--- config.mk ---
export PLATFORM = sky130hd
export DESIGN_NAME = led_pattern_monitor_flat
export DESIGN_NICKNAME = d
export VERILOG_FILES = /design/src/rtl/led_pattern_monitor_if.sv /design/src/rtl/led_pattern_monitor.sv /design/src/flat_wrapper.sv
export SDC_FILE = /design/constraint.sdc
export NUM_CORES = 1
export LEC_CHECK = 0
export CORE_ASPECT_RATIO = 0.6
export CORE_MARGIN = 2
export CORE_UTILIZATION = 30
export CTS_CLUSTER_SIZE = 30
export DETAILED_ROUTE_END_ITERATION = 8
export SYNTH_ARGS = -nofsm -noshare
export SYNTH_HDL_FRONTEND = slang
export SYNTH_SLANG_ARGS = --single-unit
--- constraint.sdc ---
create_clock -name clk -period 18.7 [get_ports clk]
set_input_delay 1.87 -clock clk [delete_from_list [all_inputs] [get_ports clk]]
set_output_delay 1.87 -clock clk [all_outputs]
set_load 0.1 [all_outputs]
--- src/rtl/led_pattern_monitor_if.sv ---
// LED bus and monitor status signals between the flasher side (master) and led_pattern_monitor (slave).
// With LMON_KICK_CNT_EN defined the bus also carries kick_count.
interface led_pattern_monitor_if #(
  parameter int CNT_W = 8
);
  logic [15:0]      leds;
  logic [2:0]       phase;
  logic             kickback;
  logic             cycle_done;
  logic [CNT_W-1:0] cycle_count;
  logic             err;
  logic [1:0]       err_code;
`ifdef LMON_KICK_CNT_EN
  logic [CNT_W-1:0] kick_count;

  modport master (
    output leds,
    input  phase, kickback, cycle_done, cycle_count, err, err_code, kick_count
  );
  modport slave (
    input  leds,
    output phase, kickback, cycle_done, cycle_count, err, err_code, kick_count
  );
`else
  modport master (
    output leds,
    input  phase, kickback, cycle_done, cycle_count, err, err_code
  );
  modport slave (
    input  leds,
    output phase, kickback, cycle_done, cycle_count, err, err_code
  );
`endif
endinterface

--- src/rtl/led_pattern_monitor.sv ---
// Receive-side checker for the 16-bit bound-flasher LED bus: phase tracking, kickbacks, cycles, errors.
// Define LMON_KICK_CNT_EN to add the saturating kick_count output.
//  state  | meaning
//  IDLE   | all LEDs off, waiting for the first LED
//  UP1    | rising towards 6
//  DN1    | falling towards 0
//  UP2    | rising towards 11
//  DN2    | falling towards 5
//  UP3    | rising towards 16
//  DN3    | falling to 0, end of a flash cycle
//  RESYNC | after an error, waiting for all-off
module led_pattern_monitor #(
  parameter int CNT_W    = 8,
  parameter int MAX_HOLD = 2
) (
  input logic                  clk,
  input logic                  rst,
  led_pattern_monitor_if.slave bus
);
  localparam int                HOLD_W   = $clog2(MAX_HOLD + 2);
  localparam logic [HOLD_W-1:0] HOLD_MAX = HOLD_W'(MAX_HOLD);
  localparam logic [HOLD_W-1:0] HOLD_ONE = HOLD_W'(1);

  typedef enum logic [2:0] {
    IDLE   = 3'd0,
    UP1    = 3'd1,
    DN1    = 3'd2,
    UP2    = 3'd3,
    DN2    = 3'd4,
    UP3    = 3'd5,
    DN3    = 3'd6,
    RESYNC = 3'd7
  } phase_t;

  phase_t            state_q, state_nxt;
  logic [4:0]        n, p_q;
  logic [HOLD_W-1:0] hold_q, hold_nxt, hold_inc;
  logic              amb_q, amb_nxt;
  logic [16:0]       leds_x;
  logic              therm, same, up, dn, jump, step_bad;
  logic              ev_err, ev_kick, ev_done;
  logic [1:0]        ev_code;
  logic              kick_q, kick_nxt, done_q, done_nxt, err_q, err_nxt;
  logic [1:0]        code_q, code_nxt;
  logic [CNT_W-1:0]  cnt_q, cnt_nxt;
`ifdef LMON_KICK_CNT_EN
  logic [CNT_W-1:0]  kcnt_q, kcnt_nxt;
`endif

  always_comb begin
    n = 5'd0;
    for (int i = 0; i < 16; i++) n = n + {4'd0, bus.leds[i]};
  end

  // A thermometer code has no set bit above a clear bit, so adding one only carries out.
  assign leds_x   = {1'b0, bus.leds};
  assign therm    = ((leds_x & (leds_x + 17'd1)) == 17'd0);
  assign same     = (n == p_q);
  assign up       = (n == p_q + 5'd1);
  assign dn       = (n + 5'd1 == p_q);
  assign jump     = !(same || up || dn);
  assign hold_inc = hold_q + HOLD_ONE;

  always_ff @(posedge clk) begin
    if (rst) begin
      state_q <= IDLE;
      p_q     <= 5'd0;
      hold_q  <= '0;
      amb_q   <= 1'b0;
      kick_q  <= 1'b0;
      done_q  <= 1'b0;
      err_q   <= 1'b0;
      code_q  <= 2'd0;
      cnt_q   <= '0;
`ifdef LMON_KICK_CNT_EN
      kcnt_q  <= '0;
`endif
    end else begin
      state_q <= state_nxt;
      p_q     <= n;
      hold_q  <= hold_nxt;
      amb_q   <= amb_nxt;
      kick_q  <= kick_nxt;
      done_q  <= done_nxt;
      err_q   <= err_nxt;
      code_q  <= code_nxt;
      cnt_q   <= cnt_nxt;
`ifdef LMON_KICK_CNT_EN
      kcnt_q  <= kcnt_nxt;
`endif
    end
  end

  always_comb begin
    state_nxt = state_q;
    amb_nxt   = amb_q;
    hold_nxt  = hold_q;
    step_bad  = 1'b0;
    ev_err    = 1'b0;
    ev_code   = 2'd0;
    ev_kick   = 1'b0;
    ev_done   = 1'b0;
    if (state_q == RESYNC) begin
      hold_nxt = '0;
      if (n == 5'd0) state_nxt = IDLE;
    end else if (!therm) begin
      ev_err  = 1'b1;
      ev_code = 2'd1;
    end else if (same) begin
      if (state_q != IDLE) begin
        hold_nxt = hold_inc;
        if (hold_inc > HOLD_MAX) begin
          ev_err  = 1'b1;
          ev_code = 2'd3;
        end
      end
    end else if (jump) begin
      ev_err  = 1'b1;
      ev_code = 2'd2;
    end else begin
      hold_nxt = '0;
      case (state_q)
        IDLE: begin
          if (n == 5'd1) state_nxt = UP1;
          else step_bad = 1'b1;
        end
        UP1: begin
          if (up && n <= 5'd6) state_nxt = UP1;
          else if (p_q == 5'd6 && n == 5'd5) state_nxt = DN1;
          else step_bad = 1'b1;
        end
        DN1: begin
          if (dn) state_nxt = DN1;
          else if (p_q == 5'd0 && n == 5'd1) state_nxt = UP2;
          else step_bad = 1'b1;
        end
        UP2: begin
          if (up && n <= 5'd11) state_nxt = UP2;
          else if (p_q == 5'd6 && n == 5'd5) begin
            state_nxt = DN1;
            ev_kick   = 1'b1;
          end else if (p_q == 5'd11 && n == 5'd10) begin
            // A turn at 11 may be the natural peak or a kickback; decided at the DN2 valley.
            state_nxt = DN2;
            amb_nxt   = 1'b1;
          end else step_bad = 1'b1;
        end
        DN2: begin
          if (dn && n >= 5'd5) state_nxt = DN2;
          else if (p_q == 5'd5 && n == 5'd6) begin
            state_nxt = UP3;
            amb_nxt   = 1'b0;
          end else if (p_q == 5'd5 && n == 5'd4 && amb_q) begin
            state_nxt = DN1;
            amb_nxt   = 1'b0;
            ev_kick   = 1'b1;
          end else step_bad = 1'b1;
        end
        UP3: begin
          if (up) state_nxt = UP3;
          else if ((p_q == 5'd6 && n == 5'd5) || (p_q == 5'd11 && n == 5'd10)) begin
            state_nxt = DN2;
            amb_nxt   = 1'b0;
            ev_kick   = 1'b1;
          end else if (p_q == 5'd16 && n == 5'd15) state_nxt = DN3;
          else step_bad = 1'b1;
        end
        DN3: begin
          if (dn) begin
            if (n == 5'd0) begin
              state_nxt = IDLE;
              ev_done   = 1'b1;
            end
          end else step_bad = 1'b1;
        end
        default: step_bad = 1'b0;
      endcase
      if (step_bad) begin
        ev_err  = 1'b1;
        ev_code = 2'd2;
      end
    end
    if (ev_err) begin
      state_nxt = RESYNC;
      amb_nxt   = 1'b0;
      hold_nxt  = '0;
    end
  end

  always_comb begin
    kick_nxt = ev_kick;
    done_nxt = ev_done;
    err_nxt  = err_q | ev_err;
    code_nxt = (ev_err && !err_q) ? ev_code : code_q;
    cnt_nxt  = (ev_done && !(&cnt_q)) ? cnt_q + 1'b1 : cnt_q;
`ifdef LMON_KICK_CNT_EN
    kcnt_nxt = (ev_kick && !(&kcnt_q)) ? kcnt_q + 1'b1 : kcnt_q;
`endif
  end

  assign bus.phase       = state_q;
  assign bus.kickback    = kick_q;
  assign bus.cycle_done  = done_q;
  assign bus.cycle_count = cnt_q;
  assign bus.err         = err_q;
  assign bus.err_code    = code_q;
`ifdef LMON_KICK_CNT_EN
  assign bus.kick_count  = kcnt_q;
`endif
endmodule

--- src/flat_wrapper.sv ---
// flat-port wrapper written by rule: the top's interface ports become plain ports
module led_pattern_monitor_flat 
#(
  parameter int CNT_W    = 8,
  parameter int MAX_HOLD = 2
)
  (clk, rst, bus_leds, bus_phase, bus_kickback, bus_cycle_done, bus_cycle_count, bus_err, bus_err_code);
  led_pattern_monitor_if #(.CNT_W(CNT_W)) bus_i ();
  input logic clk;
  input logic rst;
  input wire logic [$bits(bus_i.leds)-1:0] bus_leds;
  output wire logic [$bits(bus_i.phase)-1:0] bus_phase;
  output wire logic [$bits(bus_i.kickback)-1:0] bus_kickback;
  output wire logic [$bits(bus_i.cycle_done)-1:0] bus_cycle_done;
  output wire logic [$bits(bus_i.cycle_count)-1:0] bus_cycle_count;
  output wire logic [$bits(bus_i.err)-1:0] bus_err;
  output wire logic [$bits(bus_i.err_code)-1:0] bus_err_code;
  assign bus_i.leds = bus_leds;
  assign bus_phase = bus_i.phase;
  assign bus_kickback = bus_i.kickback;
  assign bus_cycle_done = bus_i.cycle_done;
  assign bus_cycle_count = bus_i.cycle_count;
  assign bus_err = bus_i.err;
  assign bus_err_code = bus_i.err_code;
  led_pattern_monitor #(.CNT_W(CNT_W), .MAX_HOLD(MAX_HOLD)) u_core (.clk(clk), .rst(rst), .bus(bus_i));
endmodule
After elaboration in Yosys (flattened, before gate mapping)
Cells that the tools add are included.

Register bits after elaboration: 24. Bits in latches: 0. RAM bits: 0. ROM bits: 0. Output and inout bits: 16. Memories kept: 0.

$add $sub $neg: 20. $mul: 0. Divide/modulo/power cells: 0. Magnitude comparators: 4. Equal/unequal tests: 36. Shift-type cells: 0. Muxes and demuxes: 83. Bitwise operators: 6. Reduce and logical (&&, ||, !) cells: 34.

Operator list (number): $add A5 B1 Y5 (14); $mux W3 (21); $mux W1 (48); $eq A5 B3 Y1 const B (5); $pmux W3 S7 (1); $mux W2 (10); $ne A6 B1 Y1 const B (3); $add A16 B1 Y17 const B (1); $and A16 B17 Y17 (1); $logic_not A17 Y1 (1); $eq A5 B4 Y1 const B (3); $eq A5 B5 Y1 (3); $eq A3 B3 Y1 const B (4); $logic_and A1 B1 Y1 (12); $reduce_and A12 Y1 (1); $reduce_bool A3 Y1 (4); $reduce_and A11 Y1 (1); $add A5 B1 Y5 const B (2); $logic_not A5 Y1 (2); $ne A2 B2 Y1 const B (5); $ne A5 B1 Y1 const B (2); $reduce_bool A9 Y1 (1); $add A8 B1 Y8 const B (1); $ne A4 B1 Y1 const B (2); 26 further kinds (35).

Logic depth before layout (Yosys ltp)
Depth after elaboration: 33. Gate-level depth with buffers: 25. Gate-level depth less buffers: 23.

Worst setup path before layout
OpenSTA, ideal clock, no wires.

Kind: input -> register. Start: input port bus_leds[0]. End: register u_core.state_q[0], in the netlist u_core.bus.phase[0]. Arrival time: 7.439 ns. Setup slack: 11.121 ns. Cell stages on the path: 21. Path through: inv_1 -> ha_1 -> fa_1 -> fa_1 -> fa_1 -> fa_1 -> fa_1 -> fa_1 -> clkbuf_1 -> inv_1 -> ha_1 -> and3_1 -> ha_1 -> xor2_1 -> nand3_1 -> nor3_4 -> o21bai_2 -> o311ai_4 -> o31a_1 -> o21ai_2 -> a41oi_1.

Cells in the longest elaborated chain, start to end: 33. Elaborated cells between the ends (all ways): 98.

Ends and longest elaborated chain: start: declaration (RTL line flat_wrapper.sv:11) `input wire logic [$bits(bus_i.leds)-1:0] bus_leds;`; $add A1 B1 Y2 * (RTL line led_pattern_monitor.sv:52) `for (int i = 0; i < 16; i++) n = n + {4'd0, bus.leds[i]};`; $add A5 B1 Y5 * (14 in series) (RTL line led_pattern_monitor.sv:52); named net u_core.n[1] (RTL line led_pattern_monitor.sv:36) `logic [4:0] n, p_q;`; parallel branches: the longest is 18 deep, another holds $add A5 B1 Y5; end signal: assignment (RTL line led_pattern_monitor.sv:79) `state_q <= state_nxt;`; end: declaration (RTL line led_pattern_monitor.sv:35) `phase_t state_q, state_nxt;`.

Mark *: on every way through the listed nets, which the timed path passes. The select of a mux whose other input is x is not followed. A chain may end at the register's enable or synchronous reset.

Worst setup path in the final report
Same ends and word-level chain as after synthesis.

==> metrics.csv <==
metric,value,unit
Synth top area share,0.1788,
DIE AREA,9756,um2
PortBufs,33,
worst r2r dst,u_core.bus.phase[0],
Total Neg Setup Slack,0,ps
Yosys warnings,0,
Setup CP Type,primary input to flop,
final hold vios,0,
Clock Path Buffers,2,
Max IR drop VDD,0.07127,mV
Mapped Area,2688,um2
"Req. time, crit path",18790,ps
fmax,119.8,MHz
hold wc startpoint,u_core.bus.err_code[0],
Mean Syn Cell Area,8.642,um2
xor/xnor cell area share of the yosys netlist,0.08799,
register area share after synthesis,0.1788,
CTS tree,yes,
IO Pins,34,
core box area,8588,um2
Hold Slack,464.4,ps
Synth Flop Type,dfxtp_1,
synth top area cells,"dfxtp_1 18%, ha_1 8.4%, fa_1 7.4%",
"count leader, synth",inv_1,
Hold Path Stages,2,
shortest period the worst path allows,8350,ps
Crit path largest cell delay,760,ps
vias in the first global route,2317,
antenna-violating nets left,0,
startpoint types,primary input,
Initial Util,0.3129,
placed instance area,3094,um2
CP max stage cell,fa_1,
Pins Over Slew Limit,0,
Synth Instances,311,
RSZ-0062 raised after global routing,no,
clock tree sinks,24,
Post-synth ARST share,0,
status,"finished, final reports clean",
max-cap check violation count,0,
Num CTS Buffers,3,
Yosys reg bits,24,
"most used cell, CP",fa_1,
via count,2407,
root buf cell,clkbuf_16,
"EDFF count, synth",0,
initial antenna violation count,0,
Pwr Density,170.7,nW/um2
Via density,5.373,
routability-driven placement congestion ratio,0.9197,
"Critical Path, Cell by Cell",clkdlybuf4s50_1 > inv_1 > ha_1 > fa_1 > fa_1 > fa_1 > fa_1 > fa_1 > fa_1 > inv_1 > ha_1 > and3_1 > ha_1 > xor2_1 > nand3_1 > nor3_4 > o21bai_2 > o311ai_4 > o31a_1 > o21ai_2 > a41oi_1,
Die Y,77.32,um
Total Power,0.5461,mW
mux share of post-synthesis cell area,0.02793,
Crit Path Max Fanout,9,
Synth Area in Simple Gates,0.2677,
syn nets,357,
CTS H-tree depth,1,
Hold Buf Count CTS,0,
area delta synth->final,19.04,%
1st-pass router iterations,5,
worst r2r src,u_core.p_q[1],
Clock Skew,2.578,ps
Total GRT Usage,0.1455,
Cell Rows,26,
crit path DAT,8440,ps
Worst path top cell family by delay,adder cells,
largest family of logic cells by synthesized area,simple AND/OR/NAND/NOR gates,
Post-CTS Setup Inserts,0,
final setup vio count,0,
Synth Area in Compound Gates,0.2109,
DRT iter0 DRCs,252,
drt total wl,6872,um
GRT overflow,0,
Worst Tran Pin Value,981.5,ps
CP Capture Type,flop,
clock slew at reported path FFs,60,ps
routed len/inst,15.34,um
Min-Delay Path Class,flop to flop,
number of diodes,0,
layout cell share with drive strength beyond 1,0.1042,
PostCTS Resize Cnt,0,
CP Buf/Inv Count,3,
distinct cell type count after synthesis,78,
die width,126.2,um
Worst Hold End,u_core.bus.err_code[0],
period utilization,0.4465,
"Clk Latency, worst-skew pair",260,ps
number of remaining DRC errors,0,
"top cells by count, synth","32 x inv_1, 26 x nand2_1, 24 x dfxtp_1",
Pleak,1.191,nW
first-pass GRT wire length,11760,um
leading area contributor after synthesis,dfxtp_1,
Reg2Reg Depth,9,
Adder-Cell Fraction of Synth Area,0.1583,
Worst slew margin,0.3436,
largest net degree at the start of global routing,25,
Finished Cell Area,3199,um2
HPWL after DPL,5560,um
NumNets Final,383,
R2R setup slack,15930,ps
-- stage by stage --
step           worst slack, ps  utilization  cells
3_5_place_dp             10120       0.3603    444
4_1_cts                  10390       0.3725    448
5_1_grt                  10020       0.3725    448
2_1_floorplan            11120            -    311
3_3_place_gp             10360       0.3603    444
6_report                 10350       0.3725    448
-- cells by family (layout without fill, tap and decap cells) --
family                   count (synthesis)  after routing
adder cells (fa/ha/maj)                 28             28
AND/OR/NAND/NOR                        120            120
buffers and inverters                   44             69
multiplexers                             7              7
flip-flops                              24             24
AO/OA/AOI/OAI                           66             66
XOR/XNOR                                22             22
-- state kept, by name, indices dropped and copies added (netlist names) --
name / flops
u_core.bus.phase: 3
u_core.bus.err_code: 2
u_core.hold_q: 2
u_core.amb_q: 1
u_core.p_q: 5
u_core.bus.cycle_done: 1
u_core.bus.cycle_count: 8
u_core.bus.err: 1
u_core.bus.kickback: 1
-- report_power, final --
part	leakage (nW)	internal (mW)	switching, mW	total, mW
sequential	0.196	0.0562	0.0105	0.0667
clock	0.0511	0.0426	0.0187	0.0613
combinational	0.943	0.165	0.253	0.418
total	1.19	0.264	0.282	0.546
-- placed cells by master, fill, tap and decap left out, types with 4 or more instances in the layout --
| cell | instances |
|---|---|
| a21oi_1 | 8 |
| clkdlybuf4s50_1 | 33 |
| dfxtp_1 | 24 |
| fa_1 | 10 |
| ha_1 | 18 |
| inv_1 | 32 |
| mux2i_1 | 6 |
| nand2_1 | 26 |
| nand2b_1 | 5 |
| nand3_1 | 16 |
| nand4_1 | 4 |
| nor2_1 | 18 |
| nor2b_1 | 6 |
| nor3_1 | 13 |
| o21ai_0 | 12 |
| or3_1 | 4 |
| xnor2_1 | 10 |
| xor2_1 | 7 |
-- metal layers --
layer,wire length [um],track usage,share of wire
met4,11,0.007692,0.0016
met2,2689,0.2038,0.39
met1,3779,0.2299,0.55
met3,393,0.03768,0.057
met5,0,0,0
-- tightest hold or removal path, delay by kind of cell, from the launching register on --
kind,cells,cell delay [ps]
compound gates,2,110
flops,1,310
-- worst max-delay path by stage --
stage | cells past startpoint | startpoint | to | slack [ps]
global placement | 21 | bus_leds[0] | u_core.bus.phase[0] | 10360
floorplan | 21 | bus_leds[0] | u_core.bus.phase[0] | 11120
finish | 21 | bus_leds[0] | u_core.bus.phase[0] | 10350
detailed placement | 21 | bus_leds[0] | u_core.bus.phase[0] | 10120
global route | 21 | bus_leds[0] | u_core.bus.phase[1] | 10020
CTS | 21 | bus_leds[0] | u_core.bus.phase[0] | 10390
-- final cells by class --
class | instances | area (um2)
Clock buffer | 3 | 75.07
Clock inverter | 1 | 30.03
Fill cell | 887 | 5389
Inverter | 32 | 120.1
Multi-Input combinational cell | 243 | 2023
Sequential cell | 24 | 480.5
Tap cell | 112 | 140.1
Timing Repair Buffer | 33 | 330.3
No activity file was read; power rests on OpenSTA's default activity.
